===== src/rtl/pdm_pkg.sv =====
// Shared definitions for the PDM demodulator: FSM states and timing constants.
package pdm_pkg;

    localparam int DEFAULT_WIN_LOG2 = 5;
    localparam int FLUSH_CYCLES     = 2;

    typedef enum logic [1:0] {
        IDLE,
        FLUSH,
        ACCUM
    } state_t;

endpackage


===== src/rtl/pdm_sync2.sv =====
// Two-flop synchronizer bringing the asynchronous PDM bit into the clk domain.
module pdm_sync2 (
    input  logic clk,
    input  logic reset,
    input  logic d,
    output logic q
);

    logic meta;

    always_ff @(posedge clk or posedge reset) begin
        if (reset) begin
            meta <= 1'b0;
            q    <= 1'b0;
        end else begin
            meta <= d;
            q    <= meta;
        end
    end

endmodule


===== src/rtl/pdm_demodulator.sv =====
// Counts ones of a synchronized PDM stream over back-to-back windows of
// 2^WIN_LOG2 samples and publishes the clamped count once per window.
module pdm_demodulator
    import pdm_pkg::*;
#(
    parameter int WIN_LOG2 = DEFAULT_WIN_LOG2
) (
    input  logic                clk,
    input  logic                reset,
    input  logic                enable,
    input  logic                pdm_in,
    output logic [WIN_LOG2-1:0] level,
    output logic                level_valid,
    output logic                saturated,
    output logic                busy
);

    localparam logic [WIN_LOG2-1:0] LAST_SAMPLE = '1;
    localparam logic [WIN_LOG2-1:0] MAX_LEVEL   = '1;
    localparam logic [WIN_LOG2-1:0] ONE_SAMPLE  = {{(WIN_LOG2-1){1'b0}}, 1'b1};
    localparam logic [WIN_LOG2:0]   FULL_SUM    = {1'b1, {WIN_LOG2{1'b0}}};
    localparam logic [1:0]          FLUSH_LAST  = 2'(FLUSH_CYCLES - 1);

    state_t              state;
    logic [1:0]          flush_cnt;
    logic [WIN_LOG2:0]   ones_cnt;
    logic [WIN_LOG2-1:0] sample_cnt;
    logic [WIN_LOG2:0]   sum;
    logic                sync_bit;

    pdm_sync2 u_sync (
        .clk   (clk),
        .reset (reset),
        .d     (pdm_in),
        .q     (sync_bit)
    );

    // Running total including the sample taken on the current edge.
    assign sum  = ones_cnt + {{WIN_LOG2{1'b0}}, sync_bit};
    assign busy = (state != IDLE);

    always_ff @(posedge clk or posedge reset) begin
        if (reset) begin
            state       <= IDLE;
            flush_cnt   <= '0;
            ones_cnt    <= '0;
            sample_cnt  <= '0;
            level       <= '0;
            level_valid <= 1'b0;
            saturated   <= 1'b0;
        end else begin
            level_valid <= 1'b0;
            case (state)
                IDLE: begin
                    if (enable) begin
                        state     <= FLUSH;
                        flush_cnt <= '0;
                    end
                end
                FLUSH: begin
                    if (!enable) begin
                        state <= IDLE;
                    end else if (flush_cnt == FLUSH_LAST) begin
                        state      <= ACCUM;
                        ones_cnt   <= '0;
                        sample_cnt <= '0;
                    end else begin
                        flush_cnt <= flush_cnt + 2'd1;
                    end
                end
                ACCUM: begin
                    // Dropping enable wins even on the last-sample edge.
                    if (!enable) begin
                        state      <= IDLE;
                        ones_cnt   <= '0;
                        sample_cnt <= '0;
                    end else if (sample_cnt == LAST_SAMPLE) begin
                        level       <= (sum >= {1'b0, MAX_LEVEL}) ? MAX_LEVEL : sum[WIN_LOG2-1:0];
                        saturated   <= (sum == FULL_SUM);
                        level_valid <= 1'b1;
                        ones_cnt    <= '0;
                        sample_cnt  <= '0;
                    end else begin
                        ones_cnt   <= sum;
                        sample_cnt <= sample_cnt + ONE_SAMPLE;
                    end
                end
                default: state <= IDLE;
            endcase
        end
    end

endmodule


===== config.mk =====
export PLATFORM = sky130hd
export DESIGN_NAME = pdm_demodulator
export DESIGN_NICKNAME = d
export VERILOG_FILES = /design/src/rtl/pdm_pkg.sv /design/src/rtl/pdm_sync2.sv /design/src/rtl/pdm_demodulator.sv
export SDC_FILE = /design/constraint.sdc
export NUM_CORES = 1
export LEC_CHECK = 0
export CAP_MARGIN = 0
export CORE_ASPECT_RATIO = 0.9
export CORE_MARGIN = 3
export CORE_UTILIZATION = 52
export DETAILED_ROUTE_END_ITERATION = 8
export GPL_TIMING_DRIVEN = 0
export PLACE_DENSITY = 0.74
export SYNTH_ARGS = -nofsm -noshare
export SYNTH_HDL_FRONTEND = slang
export SYNTH_SLANG_ARGS = --single-unit
export TNS_END_PERCENT = 50

===== constraint.sdc =====
create_clock -name clk -period 2.4 [get_ports clk]
set_clock_uncertainty 0.15 [all_clocks]
set_input_delay 0.48 -clock clk [delete_from_list [all_inputs] [get_ports clk]]
set_output_delay 0.48 -clock clk [all_outputs]
set_load 0.03 [all_outputs]

# After elaboration in Yosys (flattened, before gate mapping)
# Index checks and enable logic that the tools add are counted.
classes:
  mux: 23
  magnitude_cmp: 1
  n_reduce_logical: 8
  add_sub_neg: 3
  n_eq_ne: 11
op_table:
  columns: ["cell", "count"]
  rows:
  - ["$mux 5", 5]
  - ["$mux 6", 4]
  - ["$mux 2", 7]
  - ["$pmux 6 s2", 1]
  - ["$ne 2x2->1 const B", 5]
  - ["$pmux 5 s2", 1]
  - ["$reduce_and 3->1", 3]
  - ["$add 6x1->6", 1]
  - ["$eq 6x6->1 const B", 1]
  - ["$ge 6x5->1 const B", 1]
  - ["$pmux 2 s3", 1]
  - ["$reduce_bool 2->1", 3]
  - ["$add 5x1->5 const B", 1]
  - ["$eq 5x5->1 const B", 1]
  - ["$eq 2x1->1 const B", 2]
  - ["$pmux 2 s2", 1]
  - ["$reduce_and 4->1", 1]
  - ["$mux 1", 3]
  - ["$ne 3x3->1 const B", 1]
  - ["$add 2x1->2 const B", 1]
  - ["$eq 2x2->1 const B", 1]
  - ["$logic_not 2->1", 1]
word_totals:
  ff_bits: 24

# Logic depth before layout (Yosys ltp)
depth:
  word_depth: 4
  ltp_mapped: 8

# Hierarchy
# A second synthesis with hierarchy kept.
unflattened:
  hier_cells: 116
  hier_area_um2: 1226.2
modules_own_cells:
  columns: ["module", "seq_area_each_um2", "area_per_inst_um2", "cells_each", "instances"]
  rows:
  - ["pdm_demodulator", 550.5, 1172.4, 113, 1]
  - ["pdm_sync2", 50.0, 53.8, 3, 1]

# Least setup slack after synthesis
# No wires, ideal clock.
synth_timing:
  path_kind: "register to register"
  startpoint: "reg sample_cnt[0]"
  endpoint: "reg sample_cnt[3]"
  path_slack_ns: 0.536
  arrival_time_ns: 1.637
  required_time_ns: 2.174
  setup_time_ns: 0.076
  stages_incl_launch_ff: 9
  cell_sequence: "dfrtp_1 > ha_1 > and3_1 > ha_1 > nand4bb_1 > clkbuf_1 > a31oi_1 > o21ai_0 > o21ai_1"
synth_between:
  elab_chain_len: 4
  word_cells_on_any_way: 5
synth_lines:
  columns: ["element", "line_no", "source"]
  rows:
  - ["start, declared", "pdm_demodulator.sv:27", "logic [WIN_LOG2-1:0] sample_cnt;"]
  - ["start signal, assigned", "pdm_demodulator.sv:85", "sample_cnt <= sample_cnt + ONE_SAMPLE;"]
  - ["$add 5x1->5 / $eq 5x5->1 (equally long branches)", "pdm_demodulator.sv:85, pdm_demodulator.sv:77", null]
  - ["$mux 5 *", "pdm_demodulator.sv:77", "end else if (sample_cnt == LAST_SAMPLE) begin"]
  - ["$mux 5 *", "pdm_demodulator.sv:73", "if (!enable) begin"]
  - ["$pmux 5 s2 *", "pdm_demodulator.sv:53", "case (state)"]
# Every way passes the cells marked *; elsewhere a longest branch is shown, timed or not.
# A chain may end at the register's enable or synchronous reset.

# Final worst setup path
# Ends and elaborated chain as after synthesis.

==> flow_metrics.py <==
metrics = {
    "yosys": {
        "yosys_most_used_dff": "dfrtp_1",
        "seq_area_frac_synth_pct": 49.6,
        "synth_edf_count": 0,
        "ys_types": 38,
        "netlist_area_um2": 1210,
        "syn_avg_cell_area_um2": 10.4,
        "synthArstFlopShare_pct": 100,
        "syn_nets": 126,
        "yosysWarnings": 0,
        "synth_seq_cells": 24,
        "synthCells": 116,
    },
    "die": {
        "die_area_um2": 2940,
        "core_area_um2": 2060,
        "initial_core_util_pct": 58.6,
        "die_x_um": 56.8,
        "die_h_um": 51.8,
        "row_count": 15,
        "io_pins": 12,
    },
    "critical_path": {
        "required_ns": 2.49,
        "path_class": "flip-flop to flip-flop",
        "cp_slowest_cell": "dfrtp_1",
        "crit_arrival_ns": 2.24,
        "cpMostUsedCell": "ha_1",
        "slowest_delay_ns": 0.45,
        "worstPathCellList": "ha_1, and3_1, ha_1, nand4bb_1, clkbuf_1, a31oi_1, o21ai_0, o21ai_1",
        "cp_top_family": "adder cells",
        "cp.buffers_inverters": 1,
        "cp-start-kind": "flip-flop",
        "end_kind": "flip-flop",
        "crit_path_max_fanout": 8,
    },
    "drt": {
        "num_vias": 884,
        "via_per_inst": 5.70,
        "drt_first_pass_iters": 4,
        "drc": 0,
        "dr.first_iter.drc_count": 12,
        "ant_nets": 0,
        "route.detailed.wl_per_inst_um": 14.1,
        "drt_wl_total_um": 2190,
    },
    "placed_design": {
        "post_dp_cell_area_um2": 1340,
        "dp_hpwl_um": 1560,
        "dp_slack_ns": 0.298,
        "gp_congestion": 0.767,
        "port_buffers": 10,
    },
    "cts": {
        "insertion_delay_ns": 0.32,
        "cts_root_buffer": "clkbuf_4",
        "cts_max_level": 1,
        "cts_sinks": 24,
        "clk_pin_slew_ns": 0.12,
        "cts_tree": "yes",
        "cts_buffers": 3,
        "cts_buffer_depth": 2,
    },
    "pwr": {
        "p_leak_uw": 0.000636,
        "powerDensity_nw_per_um2": 757,
        "ir_worst_vdd_uv": 791,
    },
    "sta": {
        "setup_tns_ns": 0,
        "slew_headroom_pct": 41.0,
        "clock.fmax_ghz": 0.467,
        "rsz0062_at_grt": "no",
        "worst_pin_slew_ns": 0.885,
        "slew_violations": 0,
        "fin_ws_ns": 0.258,
        "setup_viol": 0,
        "period_needed_ns": 2.14,
        "timing.final.crit_share_pct": 89.2,
        "hold_violations": 0,
    },
    "finish": {
        "antenna-diode-count": 0,
        "final_cell_mix": "24 x dfrtp_1, 13 x nor2_1, 11 x nand2_1",
        "final_common_cell": "dfrtp_1",
        "fin_nets": 141,
        "areaGrowthSynthToFinish_pct": 15.4,
        "drive_gt1_share_pct": 12.3,
        "final_cell_area_um2": 1400,
    },
    "grt": {
        "track_usage_pct": 17.3,
        "overflow": 0,
        "grt_max_degree": 25,
        "grt_pass1_wl_um": 3820,
        "grt_pass1_vias": 838,
        "grt_antenna_before_repair": 0,
    },
    "run_status": {
        "status": "complete, no violations",
    },
    "flow_run": {
        "maxCapViolCount": 0,
    },
    "worst_hold_path": {
        "min_path_type": "flip-flop to flip-flop",
    },
}
[power breakdown]
part           internal (µW)  switching (µW)
clock network            169             120
logic                    114             152
registers                457            46.2
total                    740             318
[area by class of cell]
class,count,area [µm²]
Tap cell,25,31.3
Fill cell,166,668
Clock inverter,1,30.0
Timing Repair Buffer,10,103
Clock buffer,3,22.5
Sequential cell,24,601
Buffer,5,28.8
Multi-Input combinational cell,82,562
Inverter,5,18.8
[flip-flops by register name (all words and copies together), names as in the netlist]
signal,cells
u_sync.q,1
level_valid,1
level,5
state,2
sample_cnt,5
flush_cnt,2
saturated,1
u_sync.meta,1
ones_cnt,6
[metrics by stage]
| step | utilization [%] | total power (µW) | hold slack (ns) | std cells |
|---|---|---|---|---|
| 5_1_grt | 67.6 | 1120 | 0.222 | 155 |
| 4_1_cts | 67.5 | 1060 | 0.216 | 155 |
| 3_5_place_dp | 65.0 | 771 | 0.187 | 151 |
| 2_1_floorplan | - | 696 | 0.181 | 116 |
| 3_3_place_gp | 65.0 | 753 | 0.183 | 151 |
| 6_report | 67.6 | 1060 | 0.216 | 155 |
[routing by layer]
metal  vias up  global-route usage [%]  wire length, µm
li1        437                       -                -
met1       418                    22.7             1110
met2        21                    25.8              925
met3         8                    5.46               97
met4         0                    9.27               63
met5         -                       0                0
[worst paths after layout]
kind	start	slack (ns)	cells after the start	to
min	u_sync.meta	0.22	0	u_sync.q
min reg2reg	u_sync.meta	0.22	0	u_sync.q
max	sample_cnt[0]	0.26	8	sample_cnt[3]
min in group asynchronous	reset	0.49	2	flush_cnt[0]
max reg2reg	sample_cnt[0]	0.26	8	sample_cnt[3]
max in group asynchronous	reset	1.06	2	sample_cnt[2]
[cell usage after synthesis, types with 2 or more instances]
master    count  area [µm²]
mux2i_1       2        20.0
inv_1         4        15.0
a21oi_1       5        25.0
clkbuf_1      2        7.51
a221oi_1      2        17.5
buf_2         2        10.0
xor2_1        2        17.5
dfrtp_1      24         601
ha_1          6        75.1
a22o_1        2        17.5
a31oi_1       4        25.0
nand3_4       2        35.0
nand2_1      11        41.3
nor2b_1       2        12.5
o31ai_1       2        15.0
nor2_1       13        48.8
nand3_1       2        10.0
or2_2         2        12.5
o21ai_0       8        40.0
[cells by family (layout without fill, tap and decap cells)]
kind of cell	after synthesis	in the layout	synth area share [%]
AOI/OAI and AO/OA	28	28	14.9
DFF	24	24	49.6
xor gates and xnor gates	4	4	3.52
muxes	2	2	1.65
buffers and inverters	10	24	3.93
and+or+nand+nor	42	42	20.2
adders and majority gates	6	6	6.20
[repair_timing]
| item | 4_1_cts | 5_1_grt |
|---|---|---|
| gates resized for setup | 0 | 1 |
| hold buffers | 0 | 0 |
| endpoints found under the setup margin | 0 | 1 |
| buffers inserted | 0 | 0 |
Power figures use the tool's default switching activity.
